## src/rtl/instr_cache_pkg.sv

```systemverilog
// instr_cache_pkg
// Shared definitions for the instruction cache: default geometry, derived
// address-field widths, the instruction width seen by the pipeline, the
// refill FSM state encoding and a saturating-increment helper for the
// optional statistics counters (ICACHE_STATS_EN).
package instr_cache_pkg;

    localparam int DEF_ADDR_WIDTH     = 32;
    localparam int INSTR_WIDTH        = 32;
    localparam int DEF_LINES          = 16;
    localparam int DEF_WORDS_PER_LINE = 4;

    localparam int OFFSET_BITS = $clog2(DEF_WORDS_PER_LINE);
    localparam int INDEX_BITS  = $clog2(DEF_LINES);
    localparam int TAG_BITS    = DEF_ADDR_WIDTH - 2 - OFFSET_BITS - INDEX_BITS;

    typedef enum logic [1:0] {
        ST_IDLE      = 2'd0,
        ST_REFILL    = 2'd1,
        ST_FILL_DONE = 2'd2
    } state_t;

    function automatic logic [31:0] sat_inc(input logic [31:0] value);
        return (value == 32'hFFFF_FFFF) ? value : value + 32'd1;
    endfunction

endpackage

```

## src/rtl/instr_cache_if.sv

```systemverilog
// instr_cache_if
// Refill bus between the instruction cache and the backing instruction
// memory.
//   mem_req   cache requests a beat at mem_addr
//   mem_addr  word-aligned beat address
//   mem_ack   memory accepts the beat; mem_data is valid in the same cycle
//   mem_data  beat data
// Modports: master = cache side, slave = memory side.
interface instr_cache_if #(
    parameter int ADDR_WIDTH = 32,
    parameter int DATA_WIDTH = 32
) ();

    logic                  mem_req;
    logic [ADDR_WIDTH-1:0] mem_addr;
    logic                  mem_ack;
    logic [DATA_WIDTH-1:0] mem_data;

    modport master (
        output mem_req,
        output mem_addr,
        input  mem_ack,
        input  mem_data
    );

    modport slave (
        input  mem_req,
        input  mem_addr,
        output mem_ack,
        output mem_data
    );

endinterface

```

## src/rtl/icache_line_store.sv

```systemverilog
// icache_line_store
// Register storage for a direct-mapped cache: per line a valid bit, a tag and
// WORDS data words.
// Ports:
//   clk, rst                 clock, async active-high reset (clears valid only)
//   rd_index, rd_offset      combinational read address
//   rd_valid, rd_tag, rd_data combinational read results
//   wr_en, wr_index, wr_offset, wr_data   single-word write port
//   set_valid, set_tag       write tag of wr_index and mark it valid
//   flush_all                clear every valid bit (wins over set_valid)
module icache_line_store
    import instr_cache_pkg::*;
#(
    parameter int LINES    = DEF_LINES,
    parameter int WORDS    = DEF_WORDS_PER_LINE,
    parameter int DATA_W   = INSTR_WIDTH,
    parameter int OFFSET_W = OFFSET_BITS,
    parameter int INDEX_W  = INDEX_BITS,
    parameter int TAG_W    = TAG_BITS
) (
    input  logic                clk,
    input  logic                rst,
    input  logic [INDEX_W-1:0]  rd_index,
    input  logic [OFFSET_W-1:0] rd_offset,
    output logic                rd_valid,
    output logic [TAG_W-1:0]    rd_tag,
    output logic [DATA_W-1:0]   rd_data,
    input  logic                wr_en,
    input  logic [INDEX_W-1:0]  wr_index,
    input  logic [OFFSET_W-1:0] wr_offset,
    input  logic [DATA_W-1:0]   wr_data,
    input  logic                set_valid,
    input  logic [TAG_W-1:0]    set_tag,
    input  logic                flush_all
);

    logic [LINES-1:0]  valid_q;
    logic [TAG_W-1:0]  tag_q  [LINES];
    logic [DATA_W-1:0] data_q [LINES][WORDS];

    always_ff @(posedge clk or posedge rst) begin
        if (rst) begin
            valid_q <= '0;
        end else if (flush_all) begin
            valid_q <= '0;
        end else if (set_valid) begin
            valid_q[wr_index] <= 1'b1;
        end
    end

    // Tag and data need no reset: a line is only trusted once valid is set.
    always_ff @(posedge clk) begin
        if (set_valid) begin
            tag_q[wr_index] <= set_tag;
        end
        if (wr_en) begin
            data_q[wr_index][wr_offset] <= wr_data;
        end
    end

    assign rd_valid = valid_q[rd_index];
    assign rd_tag   = tag_q[rd_index];
    assign rd_data  = data_q[rd_index][rd_offset];

endmodule

```

## src/rtl/instr_cache.sv

```systemverilog
// instr_cache
// Direct-mapped read-only instruction cache. Hits return the word in the same
// cycle; a miss stalls fetch while the whole line is refilled in order, one
// beat per mem_ack, over the refill bus.
// Ports:
//   clk, rst                  clock, async active-high reset
//   req_valid, addr_i         fetch request and byte address (bits [1:0] ignored)
//   flush_i                   invalidate all lines
//   data_o, stall_o           fetched word, hold-PC request
//   mem (instr_cache_if.master) refill bus to backing memory
//   hit_count, miss_count     saturating statistics, only when ICACHE_STATS_EN
//                             is defined
//
// state        | meaning
// ST_IDLE      | lookup on addr_i; miss stalls and captures the line base
// ST_REFILL    | request beats of the captured line, write each acked beat
// ST_FILL_DONE | line valid, one more stall cycle, then re-lookup in IDLE
module instr_cache
    import instr_cache_pkg::*;
#(
    parameter int ADDR_WIDTH     = DEF_ADDR_WIDTH,
    parameter int DATA_WIDTH     = INSTR_WIDTH,
    parameter int LINES          = DEF_LINES,
    parameter int WORDS_PER_LINE = DEF_WORDS_PER_LINE
) (
    input  logic                  clk,
    input  logic                  rst,
    input  logic                  req_valid,
    input  logic [ADDR_WIDTH-1:0] addr_i,
    input  logic                  flush_i,
    output logic [DATA_WIDTH-1:0] data_o,
    output logic                  stall_o,
    instr_cache_if.master         mem
`ifdef ICACHE_STATS_EN
    ,
    output logic [31:0]           hit_count,
    output logic [31:0]           miss_count
`endif
);

    localparam int OFF_W  = $clog2(WORDS_PER_LINE);
    localparam int IDX_W  = $clog2(LINES);
    localparam int TAG_W  = ADDR_WIDTH - 2 - OFF_W - IDX_W;
    localparam int LINE_W = ADDR_WIDTH - 2 - OFF_W;
    localparam logic [OFF_W-1:0] LAST_BEAT = OFF_W'(WORDS_PER_LINE - 1);

    state_t             state_q, state_d;
    logic [OFF_W-1:0]   beat_q, beat_d;
    logic [LINE_W-1:0]  fill_line_q, fill_line_d;
    logic               pending_flush_q, pending_flush_d;

    logic [OFF_W-1:0]   addr_offset;
    logic [IDX_W-1:0]   addr_index;
    logic [TAG_W-1:0]   addr_tag;
    logic               rd_valid;
    logic [TAG_W-1:0]   rd_tag;
    logic [DATA_WIDTH-1:0] rd_data;
    logic               hit;
    logic               stall;
    logic               wr_en;
    logic               set_valid;
    logic               flush_all;
    logic               miss_start;
    logic               unused_addr_bits;

    assign addr_offset      = addr_i[2 +: OFF_W];
    assign addr_index       = addr_i[2 + OFF_W +: IDX_W];
    assign addr_tag         = addr_i[ADDR_WIDTH-1 -: TAG_W];
    assign unused_addr_bits = ^addr_i[1:0];

    icache_line_store #(
        .LINES    (LINES),
        .WORDS    (WORDS_PER_LINE),
        .DATA_W   (DATA_WIDTH),
        .OFFSET_W (OFF_W),
        .INDEX_W  (IDX_W),
        .TAG_W    (TAG_W)
    ) u_store (
        .clk       (clk),
        .rst       (rst),
        .rd_index  (addr_index),
        .rd_offset (addr_offset),
        .rd_valid  (rd_valid),
        .rd_tag    (rd_tag),
        .rd_data   (rd_data),
        .wr_en     (wr_en),
        .wr_index  (fill_line_q[IDX_W-1:0]),
        .wr_offset (beat_q),
        .wr_data   (mem.mem_data),
        .set_valid (set_valid),
        .set_tag   (fill_line_q[LINE_W-1 -: TAG_W]),
        .flush_all (flush_all)
    );

    // A flush in the same cycle turns a would-be hit into a miss.
    assign hit = req_valid && rd_valid && (rd_tag == addr_tag)
                 && (state_q == ST_IDLE) && !flush_i;

    always_ff @(posedge clk or posedge rst) begin
        if (rst) begin
            state_q         <= ST_IDLE;
            beat_q          <= '0;
            fill_line_q     <= '0;
            pending_flush_q <= 1'b0;
        end else begin
            state_q         <= state_d;
            beat_q          <= beat_d;
            fill_line_q     <= fill_line_d;
            pending_flush_q <= pending_flush_d;
        end
    end

    always_comb begin
        state_d         = state_q;
        beat_d          = beat_q;
        fill_line_d     = fill_line_q;
        pending_flush_d = pending_flush_q;
        stall           = 1'b0;
        wr_en           = 1'b0;
        set_valid       = 1'b0;
        flush_all       = 1'b0;
        miss_start      = 1'b0;
        mem.mem_req     = 1'b0;
        mem.mem_addr    = '0;

        case (state_q)
            ST_IDLE: begin
                flush_all = flush_i;
                if (req_valid && !hit) begin
                    stall       = 1'b1;
                    miss_start  = 1'b1;
                    fill_line_d = addr_i[ADDR_WIDTH-1 : 2 + OFF_W];
                    beat_d      = '0;
                    state_d     = ST_REFILL;
                end
            end
            ST_REFILL: begin
                stall        = 1'b1;
                mem.mem_req  = 1'b1;
                mem.mem_addr = {fill_line_q, beat_q, 2'b00};
                // Deferred so in-flight beats complete into a consistent line.
                if (flush_i) begin
                    pending_flush_d = 1'b1;
                end
                if (mem.mem_ack) begin
                    wr_en  = 1'b1;
                    beat_d = beat_q + OFF_W'(1);
                    if (beat_q == LAST_BEAT) begin
                        set_valid = 1'b1;
                        state_d   = ST_FILL_DONE;
                    end
                end
            end
            ST_FILL_DONE: begin
                stall           = 1'b1;
                flush_all       = pending_flush_q || flush_i;
                pending_flush_d = 1'b0;
                state_d         = ST_IDLE;
            end
            default: begin
                state_d = ST_IDLE;
            end
        endcase
    end

    // Outputs are forced quiet while reset is held, not just after it.
    assign stall_o = stall && !rst;
    assign data_o  = (hit && !rst) ? rd_data : '0;

`ifdef ICACHE_STATS_EN
    always_ff @(posedge clk or posedge rst) begin
        if (rst) begin
            hit_count  <= '0;
            miss_count <= '0;
        end else begin
            if (hit) begin
                hit_count <= sat_inc(hit_count);
            end
            if (miss_start) begin
                miss_count <= sat_inc(miss_count);
            end
        end
    end
`endif

endmodule

```

## src/flat_wrapper.sv

```systemverilog
// flat-port wrapper written by rule: the top's interface ports become plain ports
module instr_cache_flat import instr_cache_pkg::*;
#(
    parameter int ADDR_WIDTH     = DEF_ADDR_WIDTH,
    parameter int DATA_WIDTH     = INSTR_WIDTH,
    parameter int LINES          = DEF_LINES,
    parameter int WORDS_PER_LINE = DEF_WORDS_PER_LINE
)
  (clk, rst, req_valid, addr_i, flush_i, data_o, stall_o, mem_mem_req, mem_mem_addr, mem_mem_ack, mem_mem_data);
  instr_cache_if #(.ADDR_WIDTH(ADDR_WIDTH), .DATA_WIDTH(DATA_WIDTH)) mem_i ();
  input  logic clk;
  input  logic rst;
  input  logic req_valid;
  input  logic [ADDR_WIDTH-1:0] addr_i;
  input  logic flush_i;
  output logic [DATA_WIDTH-1:0] data_o;
  output logic stall_o;
  output wire logic [$bits(mem_i.mem_req)-1:0] mem_mem_req;
  output wire logic [$bits(mem_i.mem_addr)-1:0] mem_mem_addr;
  input wire logic [$bits(mem_i.mem_ack)-1:0] mem_mem_ack;
  input wire logic [$bits(mem_i.mem_data)-1:0] mem_mem_data;
  assign mem_mem_req = mem_i.mem_req;
  assign mem_mem_addr = mem_i.mem_addr;
  assign mem_i.mem_ack = mem_mem_ack;
  assign mem_i.mem_data = mem_mem_data;
  instr_cache #(.ADDR_WIDTH(ADDR_WIDTH), .DATA_WIDTH(DATA_WIDTH), .LINES(LINES), .WORDS_PER_LINE(WORDS_PER_LINE)) u_core (.clk(clk), .rst(rst), .req_valid(req_valid), .addr_i(addr_i), .flush_i(flush_i), .data_o(data_o), .stall_o(stall_o), .mem(mem_i));
endmodule
```

## config.mk

```make
export PLATFORM = sky130hd
export DESIGN_NAME = instr_cache_flat
export DESIGN_NICKNAME = d
export VERILOG_FILES = /design/src/rtl/instr_cache_pkg.sv /design/src/rtl/instr_cache_if.sv /design/src/rtl/icache_line_store.sv /design/src/rtl/instr_cache.sv /design/src/flat_wrapper.sv
export SDC_FILE = /design/constraint.sdc
export NUM_CORES = 2
export LEC_CHECK = 0
export BUFFER_PORTS_ARGS = -buffer_cell sky130_fd_sc_hd__buf_4
export CAP_MARGIN = 20
export CORE_ASPECT_RATIO = 0.75
export CORE_UTILIZATION = 37
export CTS_BUF_LIST = sky130_fd_sc_hd__clkbuf_4 sky130_fd_sc_hd__clkbuf_8
export DETAILED_ROUTE_END_ITERATION = 10
export PLACE_DENSITY_LB_ADDON = 0.05
export SYNTH_ARGS = -nofsm -noshare
export SYNTH_HDL_FRONTEND = slang
export SYNTH_HIERARCHICAL = 1
export SYNTH_SLANG_ARGS = --single-unit
```

## constraint.sdc

```tcl
create_clock -name clk -period 10.6 [get_ports clk]
set_clock_uncertainty 0.05 [all_clocks]
set_input_delay 2.12 -clock clk [delete_from_list [all_inputs] [get_ports clk]]
set_output_delay 2.12 -clock clk [all_outputs]
set_load 0.005 [all_outputs]
```

### Word-level counts from Yosys, hierarchy flattened

Memories as Yosys holds them, arrays and structs flattened.
Index checks and enable logic that the tools add are counted.

| word-level totals | value |
|---|---|
| bits in writable memories | 2432 |
| flip-flop bits (word level) | 49 |
| logic and storage cells | 82 |
| memories | 2 |
| input port bits | 69 |
| output and inout bits | 66 |

| cells by class | value |
|---|---|
| eq/ne operators | 8 |
| mux-type cells | 35 |
| bitwise logic cells | 3 |
| magnitude comparators | 6 |
| add/sub/neg operators | 1 |
| reductions and logical operators | 22 |

Memories:

| memory | depth | width | rd ports | clocked after Yosys merged registers in | wr ports | line | RTL |
|---|---|---|---|---|---|---|---|
| u_core.u_store.data_q | 16 | 128 | 1 | 0 | 1 | icache_line_store.sv:39 | `logic [DATA_W-1:0] data_q [LINES][WORDS];` |
| u_core.u_store.tag_q | 16 | 24 | 1 | 0 | 1 | icache_line_store.sv:38 | `logic [TAG_W-1:0] tag_q [LINES];` |

Operators by type and width:

| kind | count |
|---|---|
| 32-bit 2-to-1 mux | 5 |
| 128-bit 2-to-1 mux | 1 |
| 32-bit binary-select mux with 2-bit select | 1 |
| 32-bit demux with 2-bit select | 1 |
| 16-bit 2-to-1 mux | 2 |
| 24-bit == test | 1 |
| 16-bit OR | 1 |
| 1-bit 2-to-1 mux | 13 |
| 4-bit by 5-bit < comparator with 1-bit output (second input constant) | 2 |
| 2-bit 2-to-1 mux | 5 |
| 1-bit logical AND | 9 |
| 2-bit case mux with 2 select lines | 2 |
| 3-bit >= comparator (second input constant) | 2 |
| 2-bit != test (second input constant) | 3 |
| 2-bit NOT with 3-bit output | 2 |
| 1-bit case mux with 2 select lines | 3 |
| 3-bit AND reduction | 2 |
| 2-bit nonzero test | 3 |
| 1-bit binary-select mux with 4-bit select | 1 |
| 1-bit demux with 4-bit select | 1 |
| 2-bit == test (second input constant) | 2 |
| 4-bit by 1-bit >= comparator with 1-bit output (second input constant) | 1 |
| 2-bit AND reduction | 2 |
| 1-bit zero test | 3 |
| 7 further kinds | 7 |

### Logic depth before layout (Yosys ltp)

| depth | value |
|---|---|
| word-level depth | 11 |
| gate-level depth with buffers | 14 |
| depth with buffers taken out | 7 |

### Cells and area by module

Netlist, hierarchy kept.

By module, submodules not included:

| module | cells each | area each (µm²) | instances | seq. area each (µm²) |
|---|---|---|---|---|
| icache_line_store | 3960 | 93004.2 | 1 | 73430.4 |
| instr_cache | 219 | 2328.5 | 1 | 825.8 |

### Worst setup path after synthesis

No wires, ideal clock.

| path | value |
|---|---|
| path type | input to output |
| start point | in addr_i[5] |
| end point | out data_o[10] |
| path buffers | 5 |
| cell stages on the path | 12 |
| data required time | 8430 ps |
| setup slack | 3503 ps |
| arrival time | 4927 ps |
| cell sequence | buf_4 -> buf_4 -> buf_2 -> clkbuf_1 -> mux4_2 -> mux4_2 -> xnor2_1 -> nand4_1 -> nor3_2 -> nor3b_2 -> clkbuf_2 -> and2_1 |

| on the way | value |
|---|---|
| elaborated cells between the ends (all ways) | 14 |
| those cells by class | 1 x eq/ne; 6 x mux; 5 x reduce/logical; 2 x memory |

RTL lines:

| item | line | RTL |
|---|---|---|
| start, declared | flat_wrapper.sv:14 | `input logic [ADDR_WIDTH-1:0] addr_i;` |
| memory read 16 x 24 bit | -- |  |
| net u_core.rd_tag[13] | instr_cache.sv:56 | `logic [TAG_W-1:0] rd_tag;` |
| 24-bit == test | instr_cache.sv:96 | `assign hit = req_valid && rd_valid && (rd_tag == addr_tag)` |
| 1-bit logical AND | instr_cache.sv:96 |  |
| 1-bit logical AND (2 in a row) | instr_cache.sv:97 | `&& (state_q == ST_IDLE) && !flush_i;` |
| 1-bit logical AND | instr_cache.sv:168 | `assign data_o = (hit && !rst) ? rd_data : '0;` |
| 32-bit 2-to-1 mux | instr_cache.sv:168 |  |
| end, declared | flat_wrapper.sv:16 | `output logic [DATA_WIDTH-1:0] data_o;` |

The timed path passes the listed nets, and every way through them passes these cells. The select of a mux whose other input is x is not followed.

### Worst setup path in the final report

| path | value |
|---|---|
| start point | in addr_i[4] |
| end point | out stall_o |

| on the way | value |
|---|---|
| elaborated cells between the ends (all ways) | 13 |
| those cells by class | 1 x eq/ne; 4 x mux; 7 x reduce/logical; 1 x memory |

RTL lines:

| item | line | RTL |
|---|---|---|
| memory read 16 x 24 bit | -- |  |
| net u_core.rd_tag[3] | instr_cache.sv:56 |  |
| 24-bit == test | instr_cache.sv:96 |  |
| 1-bit logical AND | instr_cache.sv:96 |  |
| 1-bit logical AND (2 in a row) | instr_cache.sv:97 |  |
| 1-bit zero test | instr_cache.sv:129 | `if (req_valid && !hit) begin` |
| 1-bit logical AND | instr_cache.sv:129 |  |
| 1-bit 2-to-1 mux | instr_cache.sv:129 |  |
| 1-bit case mux with 2 select lines | instr_cache.sv:126 | `case (state_q)` |
| 1-bit logical AND | instr_cache.sv:167 | `assign stall_o = stall && !rst;` |
| end, declared | flat_wrapper.sv:17 | `output logic stall_o;` |

The timed path passes the listed nets, and every way through them passes these cells. The select of a mux whose other input is x is not followed.

==> flow_metrics.py <==
metrics = {
    "synth": {
        "synth_top_area_share": 0.7661,
        "synth-edff-count": 2432,
        "synthSimpleGateAreaFrac": 0.01876,
        "synth_area_per_cell_sq_um": 22.81,
        "synth_cell_type_count": 59,
        "synthMuxAreaShare": 0.1575,
        "synth_top_family_by_area": "multiplexers",
        "yosysWarnings": 6,
        "synth_flop_cell": "edfxtp_1",
        "synth_compound_gate_area_share": 0.02708,
        "synth_cells": 4179,
        "synth_area_sq_um": 95330,
        "synth_area_leader_cell": "edfxtp_1",
        "synth_xor_xnor_area_share": 0.002205,
        "yosys.area_share.adder": 0.0006562,
        "synthTopCellsByArea": "edfxtp_1 77%, mux4_2 14%, dfrtp_1 1.3%",
        "synth_common_cells": "2432 x edfxtp_1, 612 x mux4_2, 154 x nor2_1",
        "ys_ff_latch": 2481,
        "yosysMostFrequentCell": "edfxtp_1",
        "ys_seq_area_frac": 0.7789,
        "synthArstFlopShare": 0.01975,
    },
    "grt": {
        "grt_pass1_vias": 46810,
        "grtUsageTotal": 0.2097,
        "grt_pass1_wl_microns": 379300,
        "grt_max_degree": 88,
        "antenna_found_initial": 24,
        "grt_overflow_total": 0,
    },
    "place": {
        "hpwl_microns": 152400,
        "portBuffers": 130,
        "routabilityCongestion": 0.7428,
    },
    "layout": {
        "drive_gt1_frac": 0.3360,
        "final_nets": 4718,
        "fillers": 22030,
        "syn_to_final_growth_pct": 14.52,
    },
    "critical_path": {
        "crit_fanout": 66,
        "end_kind": "output port",
        "crit_type": "in2out",
        "critPathArrivalTime_ns": 6.27,
        "start_kind": "input pin",
        "required_ns": 8.43,
    },
    "power_and_ir_drop": {
        "cellLeakagePower_uw": 0.03427,
        "power_switching_uw": 5097,
        "total_power_uw": 21300,
        "internal_power_uw": 16200,
        "seqPwrFrac": 0.538,
        "power.share.switching": 0.2393,
        "power_frac_comb": 0.071,
        "power_density_nw_per_um2": 195.1,
        "peakVddDrop_uv": 100.3,
        "pwr-share-clk": 0.391,
    },
    "timing": {
        "worst_slew_pin_slew_ns": 1.114,
        "setup_viol": 0,
        "fmax_mhz": 118.5,
        "finalCritPeriodShare": 0.7962,
        "period_needed_ns": 8.439,
        "finalMaxSlewViolations": 0,
        "hold_violations": 0,
        "grt_setup_unrepaired": "no",
        "holdWs_ns": 0.4399,
        "finalSetupTns_ns": 0,
        "relSlewSlack": 0.2513,
    },
    "cts": {
        "postCtsHoldBufs": 0,
        "clk_latency_ns": 1.01,
        "clockBufferDepth": 4,
        "h-tree-depth": 5,
        "numCtsBuffers": 406,
        "clkSinkCount": 2481,
        "cts_tree": "yes",
        "postCtsSetupBuffers": 0,
        "root_buffer": "clkbuf_8",
        "clkTransAtPathRegs_ns": 0.06,
        "cts_resized": 0,
    },
    "floorplan": {
        "rows": 160,
        "io_pins": 135,
        "core_area_sq_um": 254800,
        "start_util": 0.3741,
        "die_x_microns": 588.1,
        "dieArea_sq_um": 259700,
        "die_h_microns": 441.6,
    },
    "detailed_routing": {
        "via_count": 46270,
        "wl_per_cell_microns": 32.73,
        "ant_nets": 0,
        "wl_microns": 274300,
        "vias_per_cell": 5.520,
        "first_pass_iters": 5,
        "drtIter0Drc": 4272,
        "drc": 0,
    },
    "run": {
        "drv_cap": 0,
    },
    "worst_hold_path": {
        "hold_class": "reg2reg",
    },
    "outcome": {
        "status": "finished, final reports clean",
    },
}
## sequential cells by signal, summed over array words and instances, names as in the netlist
register / flops
u_core/u_store/data_q: 2048
u_core/u_store/valid_q: 16
u_core/pending_flush_q: 1
u_core/state_q: 2
u_core/fill_line_q: 28
u_core/u_store/tag_q: 384
u_core/beat_q: 2
## power by group through the flow
stage	clock network, uW	logic (uW)	registers (uW)
finish	8320	1510	11500
global route	8980	1610	11500
CTS	8590	1550	11500
detailed placement	0	1550	11700
global placement	0	1540	11700
floorplan	0	821	11500
## final timing paths
kind	slack, ns	depth (start not counted)	endpoint	from
worst max-delay path	2.16	11	stall_o	addr_i[4]
worst min-delay path	0.44	2	u_core/u_store/valid_q[6]	u_core/u_store/valid_q[6]
worst max register to register	6.22	7	u_core/u_store/data_q[13][114]	u_core/state_q[1]
worst min register to register	0.44	2	u_core/u_store/valid_q[6]	u_core/u_store/valid_q[6]
max in group asynchronous	8.68	3	u_core/fill_line_q[6]	rst
min in group asynchronous	1.11	2	u_core/fill_line_q[15]	rst
## worst max-delay path: stages
cell     delay [ns]
buf_8          0.60
buf_4          0.51
mux4_2         0.56
mux4_2         0.55
xor2_1         0.35
nor4_1         0.13
and4_1         0.33
a21oi_4        0.17
buf_4          0.54
o21a_1         0.20
buf_4          0.11
## logic make-up (layout without fill, tap and decap cells)
family	Yosys count	after routing
adders and majority gates	5	5
and+or+nand+nor	360	360
DFF	2481	2481
AOI/OAI and AO/OA	346	346
xor gates and xnor gates	24	24
other	1	8
buffers and inverters	241	1034
muxes	721	721
## per-stage QoR
step	util	cells	setup slack, ns	instance area (sq um)
global placement	0.3971	7638	2.072	101200
detailed placement	0.3971	7638	2.052	101200
floorplan	-	4180	3.503	95340
CTS	0.4283	8375	2.044	109200
finish	0.4284	8381	2.161	109200
global route	0.4283	8376	1.894	109200
## layout by cell type (no fill, tap or decap), types with 7 or more instances in the layout
| master | Yosys | final |
|---|---|---|
| nor2b_1 | 20 | 17 |
| nor2_4 | 0 | 82 |
| o221ai_1 | 34 | 34 |
| inv_1 | 9 | 8 |
| nor3_1 | 16 | 16 |
| a221oi_1 | 50 | 50 |
| bufinv_16 | 0 | 11 |
| nand2b_1 | 10 | 10 |
| clkinvlp_4 | 0 | 7 |
| clkbuf_4 | 0 | 149 |
| clkinv_1 | 0 | 109 |
| a22o_1 | 38 | 38 |
| nor4_1 | 8 | 8 |
| dfrtp_1 | 49 | 49 |
| a311oi_1 | 12 | 12 |
| a22oi_1 | 44 | 44 |
| o22ai_1 | 53 | 53 |
| edfxtp_1 | 2432 | 2432 |
| mux2_4 | 28 | 28 |
| mux2i_1 | 77 | 77 |
| nor2_1 | 154 | 70 |
| clkinv_2 | 0 | 34 |
| nand3_1 | 27 | 26 |
| buf_4 | 49 | 271 |
| mux4_2 | 612 | 612 |
| clkbuf_8 | 0 | 421 |
| buf_12 | 2 | 13 |
| a21oi_1 | 64 | 64 |
| nand2_1 | 29 | 29 |
| xnor2_1 | 11 | 11 |
| xor2_1 | 13 | 13 |
| a211oi_1 | 20 | 20 |
| and2_1 | 68 | 67 |
## layer usage
layer  share of wire  up-vias  global-route usage
met5        0.000087        -                   0
met4           0.024        4             0.05582
met3           0.057      403             0.03500
met2            0.45     1463              0.3182
met1            0.47    25550              0.3140
li1                -    18850                   -
## layout make-up
type	instances	area, sq um	area share
diodes	6	15.01	0.0001375
clock buffers	570	6913	0.06332
clock inverters	167	1035	0.009478
inverters	10	37.54	0.0003438
multi-input cells	1458	20320	0.1861
flip-flops and latches	2481	74260	0.6802
well taps	3402	4257	0.03899
repair buffers	287	2340	0.02143
(Power assumes the default switching activity.)
